$ cat config.mk
export PLATFORM = sky130hd
export DESIGN_NAME = bus_master_if
export DESIGN_NICKNAME = d
export VERILOG_FILES = /design/src/rtl/bus_master_if_pkg.sv /design/src/rtl/bus_master_if_addr_dec.sv /design/src/rtl/bus_master_if.sv
export SDC_FILE = /design/constraint.sdc
export NUM_CORES = 1
export LEC_CHECK = 0
export CORE_MARGIN = 4
export CORE_UTILIZATION = 28
export DETAILED_ROUTE_END_ITERATION = 12
export SYNTH_ARGS = -nofsm -noshare
export SYNTH_HDL_FRONTEND = slang
export SYNTH_SLANG_ARGS = --single-unit
$ cat constraint.sdc
create_clock -name clk -period 2.35 [get_ports clk]
set_input_delay 0.3525 -clock clk [delete_from_list [all_inputs] [get_ports clk]]
set_output_delay 0.3525 -clock clk [all_outputs]
set_load 0.005 [all_outputs]
$ cat src/rtl/bus_master_if_pkg.sv
// Shared definitions for the bus master interface: state encodings,
// direction and active-low strobe levels, default SPM window.
package bus_master_if_pkg;

  typedef enum logic [1:0] {
    IDLE   = 2'b00,
    REQ    = 2'b01,
    ACCESS = 2'b10,
    STALL  = 2'b11
  } state_e;

  localparam logic READ     = 1'b1;
  localparam logic WRITE    = 1'b0;
  localparam logic ENABLE_  = 1'b0;
  localparam logic DISABLE_ = 1'b1;

  localparam logic [31:0] SPM_BASE_DEF = 32'h2000_0000;
  localparam int unsigned SPM_AW_DEF   = 14;

endpackage

$ cat src/rtl/bus_master_if_addr_dec.sv
// bus_addr_dec: combinational SPM-window hit decode. Takes only the tag
// (address bits above the window) so it can be shared with other decoders.
module bus_addr_dec
  import bus_master_if_pkg::*;
#(
  parameter int unsigned       ADDR_W   = 32,
  parameter logic [ADDR_W-1:0] SPM_BASE = ADDR_W'(SPM_BASE_DEF),
  parameter int unsigned       SPM_AW   = SPM_AW_DEF
) (
  input  logic [ADDR_W-SPM_AW-1:0] tag,
  output logic                     hit
);

  localparam logic [ADDR_W-SPM_AW-1:0] BASE_TAG = SPM_BASE[ADDR_W-1:SPM_AW];

  assign hit = (tag == BASE_TAG);

endmodule

$ cat src/rtl/bus_master_if.sv
// bus_master_if: pipeline-stage memory access unit. Accesses hitting the
// SPM window complete combinationally; everything else goes through
// request/grant arbitration on the shared bus, then waits for ready.
// Optional macro BUS_TIMEOUT_EN adds an ACCESS wait timeout with err pulse.
module bus_master_if
  import bus_master_if_pkg::*;
#(
  parameter int unsigned       ADDR_W   = 32,
  parameter int unsigned       DATA_W   = 32,
  parameter logic [ADDR_W-1:0] SPM_BASE = ADDR_W'(SPM_BASE_DEF),
  parameter int unsigned       SPM_AW   = SPM_AW_DEF,
  parameter int unsigned       TIMEOUT  = 255
) (
  input  logic                clk,
  input  logic                reset,
  input  logic                stall,
  input  logic                flush,
  input  logic                as_,
  input  logic [ADDR_W-1:0]   addr,
  input  logic                rw,
  input  logic [DATA_W/8-1:0] be,
  input  logic [DATA_W-1:0]   wr_data,
  output logic [DATA_W-1:0]   rd_data,
  output logic                busy,
  output logic                err,
  input  logic [DATA_W-1:0]   spm_rd_data,
  output logic [SPM_AW-1:0]   spm_addr,
  output logic                spm_as_,
  output logic                spm_rw,
  output logic [DATA_W/8-1:0] spm_be,
  output logic [DATA_W-1:0]   spm_wr_data,
  input  logic [DATA_W-1:0]   bus_rd_data,
  input  logic                bus_rdy_,
  input  logic                bus_grnt_,
  output logic                bus_req_,
  output logic [ADDR_W-1:0]   bus_addr,
  output logic                bus_as_,
  output logic                bus_rw,
  output logic [DATA_W/8-1:0] bus_be,
  output logic [DATA_W-1:0]   bus_wr_data
);

  state_e            state, next_state;
  logic              spm_hit;
  logic              spm_sel;
  logic              launch;
  logic              grant;
  logic              done;
  logic              drop;
  logic              timeout;
  logic              to_hit;
  logic [DATA_W-1:0] rd_q;

  bus_addr_dec #(
    .ADDR_W  (ADDR_W),
    .SPM_BASE(SPM_BASE),
    .SPM_AW  (SPM_AW)
  ) u_addr_dec (
    .tag(addr[ADDR_W-1:SPM_AW]),
    .hit(spm_hit)
  );

  assign spm_addr    = addr[SPM_AW-1:0];
  assign spm_rw      = rw;
  assign spm_be      = be;
  assign spm_wr_data = wr_data;
  assign rd_data     = spm_sel ? spm_rd_data : rd_q;

`ifdef BUS_TIMEOUT_EN
  logic [15:0] wait_cnt;

  // ACCESS wait counter: cleared on grant, counts cycles without ready
  always_ff @(posedge clk) begin
    if (reset) begin
      wait_cnt <= '0;
    end else if (grant) begin
      wait_cnt <= '0;
    end else if (state == ACCESS && bus_rdy_ == DISABLE_) begin
      wait_cnt <= wait_cnt + 16'd1;
    end
  end

  // Fires in the ACCESS cycle whose missing ready would bring the count to TIMEOUT
  assign to_hit = (wait_cnt == 16'(TIMEOUT - 1));
`else
  logic unused_timeout;
  assign unused_timeout = ^16'(TIMEOUT);
  assign to_hit         = 1'b0;
`endif

  // State register
  always_ff @(posedge clk) begin
    if (reset) state <= IDLE;
    else       state <= next_state;
  end

  // Next-state decode, stage handshake and transfer events
  always_comb begin
    next_state = state;
    busy       = 1'b0;
    err        = 1'b0;
    spm_sel    = 1'b0;
    launch     = 1'b0;
    grant      = 1'b0;
    done       = 1'b0;
    drop       = 1'b0;
    timeout    = 1'b0;
    case (state)
      IDLE: begin
        if (as_ == ENABLE_ && !flush) begin
          if (spm_hit) begin
            spm_sel = 1'b1;
          end else begin
            launch     = 1'b1;
            busy       = 1'b1;
            next_state = REQ;
          end
        end
      end
      REQ: begin
        busy = 1'b1;
        if (flush) begin
          drop       = 1'b1;
          next_state = IDLE;
        end else if (bus_grnt_ == ENABLE_) begin
          grant      = 1'b1;
          next_state = ACCESS;
        end
      end
      ACCESS: begin
        busy = 1'b1;
        // Ready takes priority over a timeout landing in the same cycle
        if (bus_rdy_ == ENABLE_) begin
          done = 1'b1;
        end else if (to_hit) begin
          timeout = 1'b1;
          err     = 1'b1;
        end
        if (done || timeout) begin
          busy       = 1'b0;
          next_state = stall ? STALL : IDLE;
        end
      end
      STALL: begin
        if (!stall) next_state = IDLE;
      end
      default: next_state = IDLE;
    endcase
    spm_as_ = spm_sel ? ENABLE_ : DISABLE_;
  end

  // Bus-side registers and read data capture
  always_ff @(posedge clk) begin
    if (reset) begin
      bus_req_    <= DISABLE_;
      bus_as_     <= DISABLE_;
      bus_rw      <= READ;
      bus_addr    <= '0;
      bus_be      <= '0;
      bus_wr_data <= '0;
      rd_q        <= '0;
    end else begin
      bus_as_ <= grant ? ENABLE_ : DISABLE_;
      if (launch) begin
        bus_req_    <= ENABLE_;
        bus_addr    <= addr;
        bus_rw      <= rw;
        bus_be      <= be;
        bus_wr_data <= wr_data;
      end
      if (drop || done || timeout) bus_req_ <= DISABLE_;
      if (done && bus_rw != WRITE) rd_q <= bus_rd_data;
      if (timeout) rd_q <= '1;
    end
  end

endmodule

# Word-level counts from Yosys, hierarchy flattened

Cells that the tools add are included.

Register bits after elaboration: 105
Bits of input ports: 140
Output and inout bits: 157
Word-level logic and storage cells: 59

Equal/unequal tests: 9
Multiplexer cells: 31
Bitwise gates (word level): 1
Reduce and logical (&&, ||, !) cells: 10

Operators by type and width:

| kind                 | count |
|---|---|
| $mux 32              | 3 |
| $mux 1               | 19 |
| $eq 18x16->1 const B | 1 |
| $mux 2               | 7 |
| $ne 2x2->1 const B   | 4 |
| $pmux 2 s4           | 1 |
| $reduce_and 5->1     | 1 |
| $eq 2x2->1 const B   | 2 |
| $logic_or 1x1->1     | 3 |
| $ne 3x3->1 const B   | 1 |
| $pmux 1 s3           | 1 |
| $eq 2x1->1 const B   | 1 |
| $logic_and 1x1->1    | 2 |
| $logic_not 2->1      | 1 |
| $reduce_bool 2->1    | 1 |
| $reduce_or 2->1      | 1 |
| $logic_not 1->1      | 1 |
| $not 1->1            | 1 |

# Logic depth before layout (Yosys ltp)

Depth after elaboration: 6
Depth in mapped cells: 7
Gate-level depth less buffers: 4

# Cells and area by module

From an unflattened synthesis, not the netlist that was laid out.

Cell total of the unflattened synthesis: 577
Area, all modules: 5081.1 um2

By module, submodules not included:

| module        | instances | cells an instance | area an instance (um2) | seq. area each (um2) |
|---|---|---|---|---|
| bus_master_if | 1         | 570               | 5033.6                 | 2102.0 |
| bus_addr_dec  | 1         | 7                 | 47.5                   | 0.0 |

# Least setup slack after synthesis

OpenSTA, ideal clock, no wires.

Path type: input-to-output
Start point: in addr[26]
End point: out rd_data[1]
Data arrival time: 1.988 ns
Required time: 1.997 ns
Slack: 0.010 ns
Stages on the path: 5
Path buffers: 1
Cells stage by stage: or4b_1 > or2_1 > nor3_4 > buf_6 > mux2_2

Longest elaborated chain between the ends: 5

RTL lines:

| item         | line                         | source |
|---|---|---|
| from (decl)  | bus_master_if.sv:19          | `input logic [ADDR_W-1:0] addr,` |
| $eq 18x16->1 | bus_master_if_addr_dec.sv:16 | `assign hit = (tag == BASE_TAG);` |
| $mux 1       | bus_master_if.sv:111         | `if (spm_hit) begin` |
| $mux 1       | bus_master_if.sv:110         | `if (as_ == ENABLE_ && !flush) begin` |
| $mux 1       | bus_master_if.sv:108         | `case (state)` |
| $mux 32      | bus_master_if.sv:67          | `assign rd_data = spm_sel ? spm_rd_data : rd_q;` |
| to (decl)    | bus_master_if.sv:23          | `output logic [DATA_W-1:0] rd_data,` |

No other way between the ends.

# Worst setup path after layout

Start point: in addr[29]
End point: out rd_data[25]

The elaborated chain is that of the path after synthesis.

==> results.ini <==
[run_status]
status = finished, violations left
violations = negative setup slack

[synth]
synth_fp_nets = 856
synth_cells = 716
avgSynthCellArea_um2 = 7.98
synth_seq_area_share_pct = 36.8
synth_enable_flop_cells = 0
syn-cell-area_mm2 = 0.00571
synthArstFlopShare_pct = 0
synth_warnings = 0
ys_seq_elements = 105
ys_types = 37
ys.flop_type = dfxtp_1

[timing]
worst_slack_ns = -0.187
fin_crit_ns = 2.54
relSlewSlack_pct = 47.6
setup_viol_count_final = 32
finClkSkew_ns = 0.00800
drv_slew = 0
hold_violations = 0
rsz0062_at_grt = yes
tightest_slew_ns = 0.786
fmax_mhz = 394
timing.final.crit_share_pct = 108

[global_routing]
antenna_found_initial = 4
met3_usage_pct = 5.33
overflow = 0
grt_pass1_wl_mm = 32.9
first_global_vias = 5962
grt_max_degree = 71
grt_use_met1_pct = 23.3
gr-usage-met2_pct = 29.4
track_usage_pct = 18.1
top_usage_layer = met2

[cts]
clk_latency_ns = 0.35
root_buffer = clkbuf_16
h-tree-depth = 3
cts_tree = yes
cts_made_buffers = 9
cts_buffer_depth = 2
clock-sinks = 105
path_clk_slew_ns = 0.08
holdBufCountCts = 0

[critical_path]
arrival_ns = 2.18
cp.required_ns = 2.00
path_class = in -> out
slowest_delay_ns = 0.48
ff2ff_path_depth = 7
critPathMaxFanout = 8
reg2reg_to = bus_wr_data[5]
start_kind = input port
worstPathCellList = clkbuf_4, or4b_4, or2_4, nor3_4, buf_12, buf_12, mux2_4, buf_6
cp_common_cell = buf_12
r2r_start = state[1]
critPathSlowestCell = or4b_4
reg2reg_slack_ns = 0.53
end_kind = output port

[placed_design]
place.gp.congestion = 0.778
port_buffers = 295
dpl.hpwl_mm = 14.8
placed_cell_area_mm2 = 0.00870
preCtsSetupSlack_ns = -1.12

[die]
rows = 51
initial_core_util_pct = 28.9
die_area_mm2 = 0.0227
die_y_um = 151
die_w_um = 151
core_area_mm2 = 0.0198
io_pins = 297

[route]
antenna_left = 0
drtIter0Drc = 335
routedWlPerCell_um = 17.9
drc = 0
via_per_inst = 5.12
drt-total-wl_mm = 21.8
first_pass_iters = 4
vias = 6238

[power_and_ir_drop]
p_sw_share_pct = 26.2
clockPowerShare_pct = 34.0
power.sequential.fraction_pct = 45.1
p_int_uw = 3200
vdd_drop_max_uv = 299
power.density_mw_per_mm2 = 469
power_switching_uw = 1130
p_leak_uw = 0.00367
comb_power_share_pct = 20.9

[worst_hold_path]
hold_path_depth = 2
hold_path_class = in -> reg
hp-start = addr[23]
min_to = bus_addr[23]

[final_layout]
fillers = 1910
final_common_cell = clkdlybuf4s50_1
final_design_area_no_fill_mm2 = 0.00923
multiInputGateArea_mm2 = 0.00310
seq_area_mm2 = 0.00210
finalNetCount = 1085
final_cell_mix = clkdlybuf4s50_1 (242), nand2_1 (120), dfxtp_1 (103)
syn2layout_area_growth_pct = 61.6
drive_above_1_share_pct = 16.2

[run]
maxCapViolations = 0

## how the worst max path moves through the flow
stage / start / to / cells past startpoint / slack, ns
after floorplan: addr[26] / rd_data[1] / 5 / 0.01
after global placement: addr[29] / rd_data[14] / 7 / -1.09
after detailed placement: addr[29] / rd_data[27] / 7 / -1.12
after CTS: state[1] / rd_data[6] / 7 / -0.29
after global routing: state[0] / rd_data[16] / 6 / -0.25
final: addr[29] / rd_data[25] / 8 / -0.19
## layout make-up
cell class	instances	area share, %
diodes	3	0.0814
clock buffers	10	2.59
clock inverters	6	0.448
inverters	5	0.231
multi-input cells	481	33.6
flip-flops and latches	105	22.8
well taps	265	3.59
repair buffers	343	36.6
## cells by family (layout without fill, tap and decap cells)
group,after synthesis,after routing,share of synthesized area [%]
mux,34,34,6.66
simple gates,321,321,28.2
other cells,1,4,0.0657
buf+inv,130,364,12.4
flops,105,105,36.8
compound gates,125,125,15.9
## power by group through the flow
stage	Clock, uW	Combinational, uW	Sequential, uW
after detailed placement	0	911	1990
after global placement	0	911	1990
after global routing	1590	978	1970
after CTS	1540	914	1950
final	1470	906	1950
after floorplan	0	310	1990
## state kept, by name (all words and copies together) (netlist names)
signal and count:
bus_as_ 1, rd_q 32, bus_be 4, bus_req_ 1, bus_wr_data 32, bus_rw 1, bus_addr 32, state 2
## through the flow
stage / total power [uW] / setup TNS [ns] / hold slack, ns / utilization [%] / instances
2_1_floorplan: 2300 / 0 / 0.432 / - / 716
3_3_place_gp: 2900 / -59.35 / 0.446 / 44.0 / 1194
3_5_place_dp: 2900 / -60.65 / 0.449 / 44.0 / 1194
4_1_cts: 4400 / -8.85 / 0.250 / 46.7 / 1218
5_1_grt: 4530 / -7.70 / 0.217 / 46.6 / 1218
6_report: 4330 / -5.66 / 0.228 / 46.6 / 1218
## per-layer routing
layer,vias up,part of all wire [%]
met3,23,9.7
met2,277,46
met5,-,0
met4,0,2.0
li1,3045,-
met1,2893,43
## synth_stat cells (3+ instances only)
library cell	count	area [um2]
a21oi_1	47	235
a311o_1	5	50.1
a32oi_1	51	447
and3_1	53	332
buf_4	52	390
buf_6	3	33.8
clkbuf_1	69	259
dfxtp_1	105	2100
inv_1	4	15.0
mux2_1	5	56.3
mux2_2	27	304
nand2_1	120	450
nand3_1	53	265
nand4_1	52	325
nor2_1	21	78.8
nor2b_1	3	18.8
nor3_1	5	25.0
o31a_1	13	114
or4_1	4	30.0
## repair_timing
action | 4_1_cts | 5_1_grt
endpoints found under the hold margin | 0 | 0
cloned | 3 | 0
setup endpoints to repair | 48 | 34
gates resized for setup | 221 | 38
buffers inserted | 6 | 0
pin swaps | 7 | 8
## worst max-delay path, delay by kind of cell
family                 cells  cell delay, ns
and+or+nand+nor            3            0.96
muxes                      1            0.31
buffers and inverters      4            0.56
Note: power is estimated with default switching activity, not from simulation.
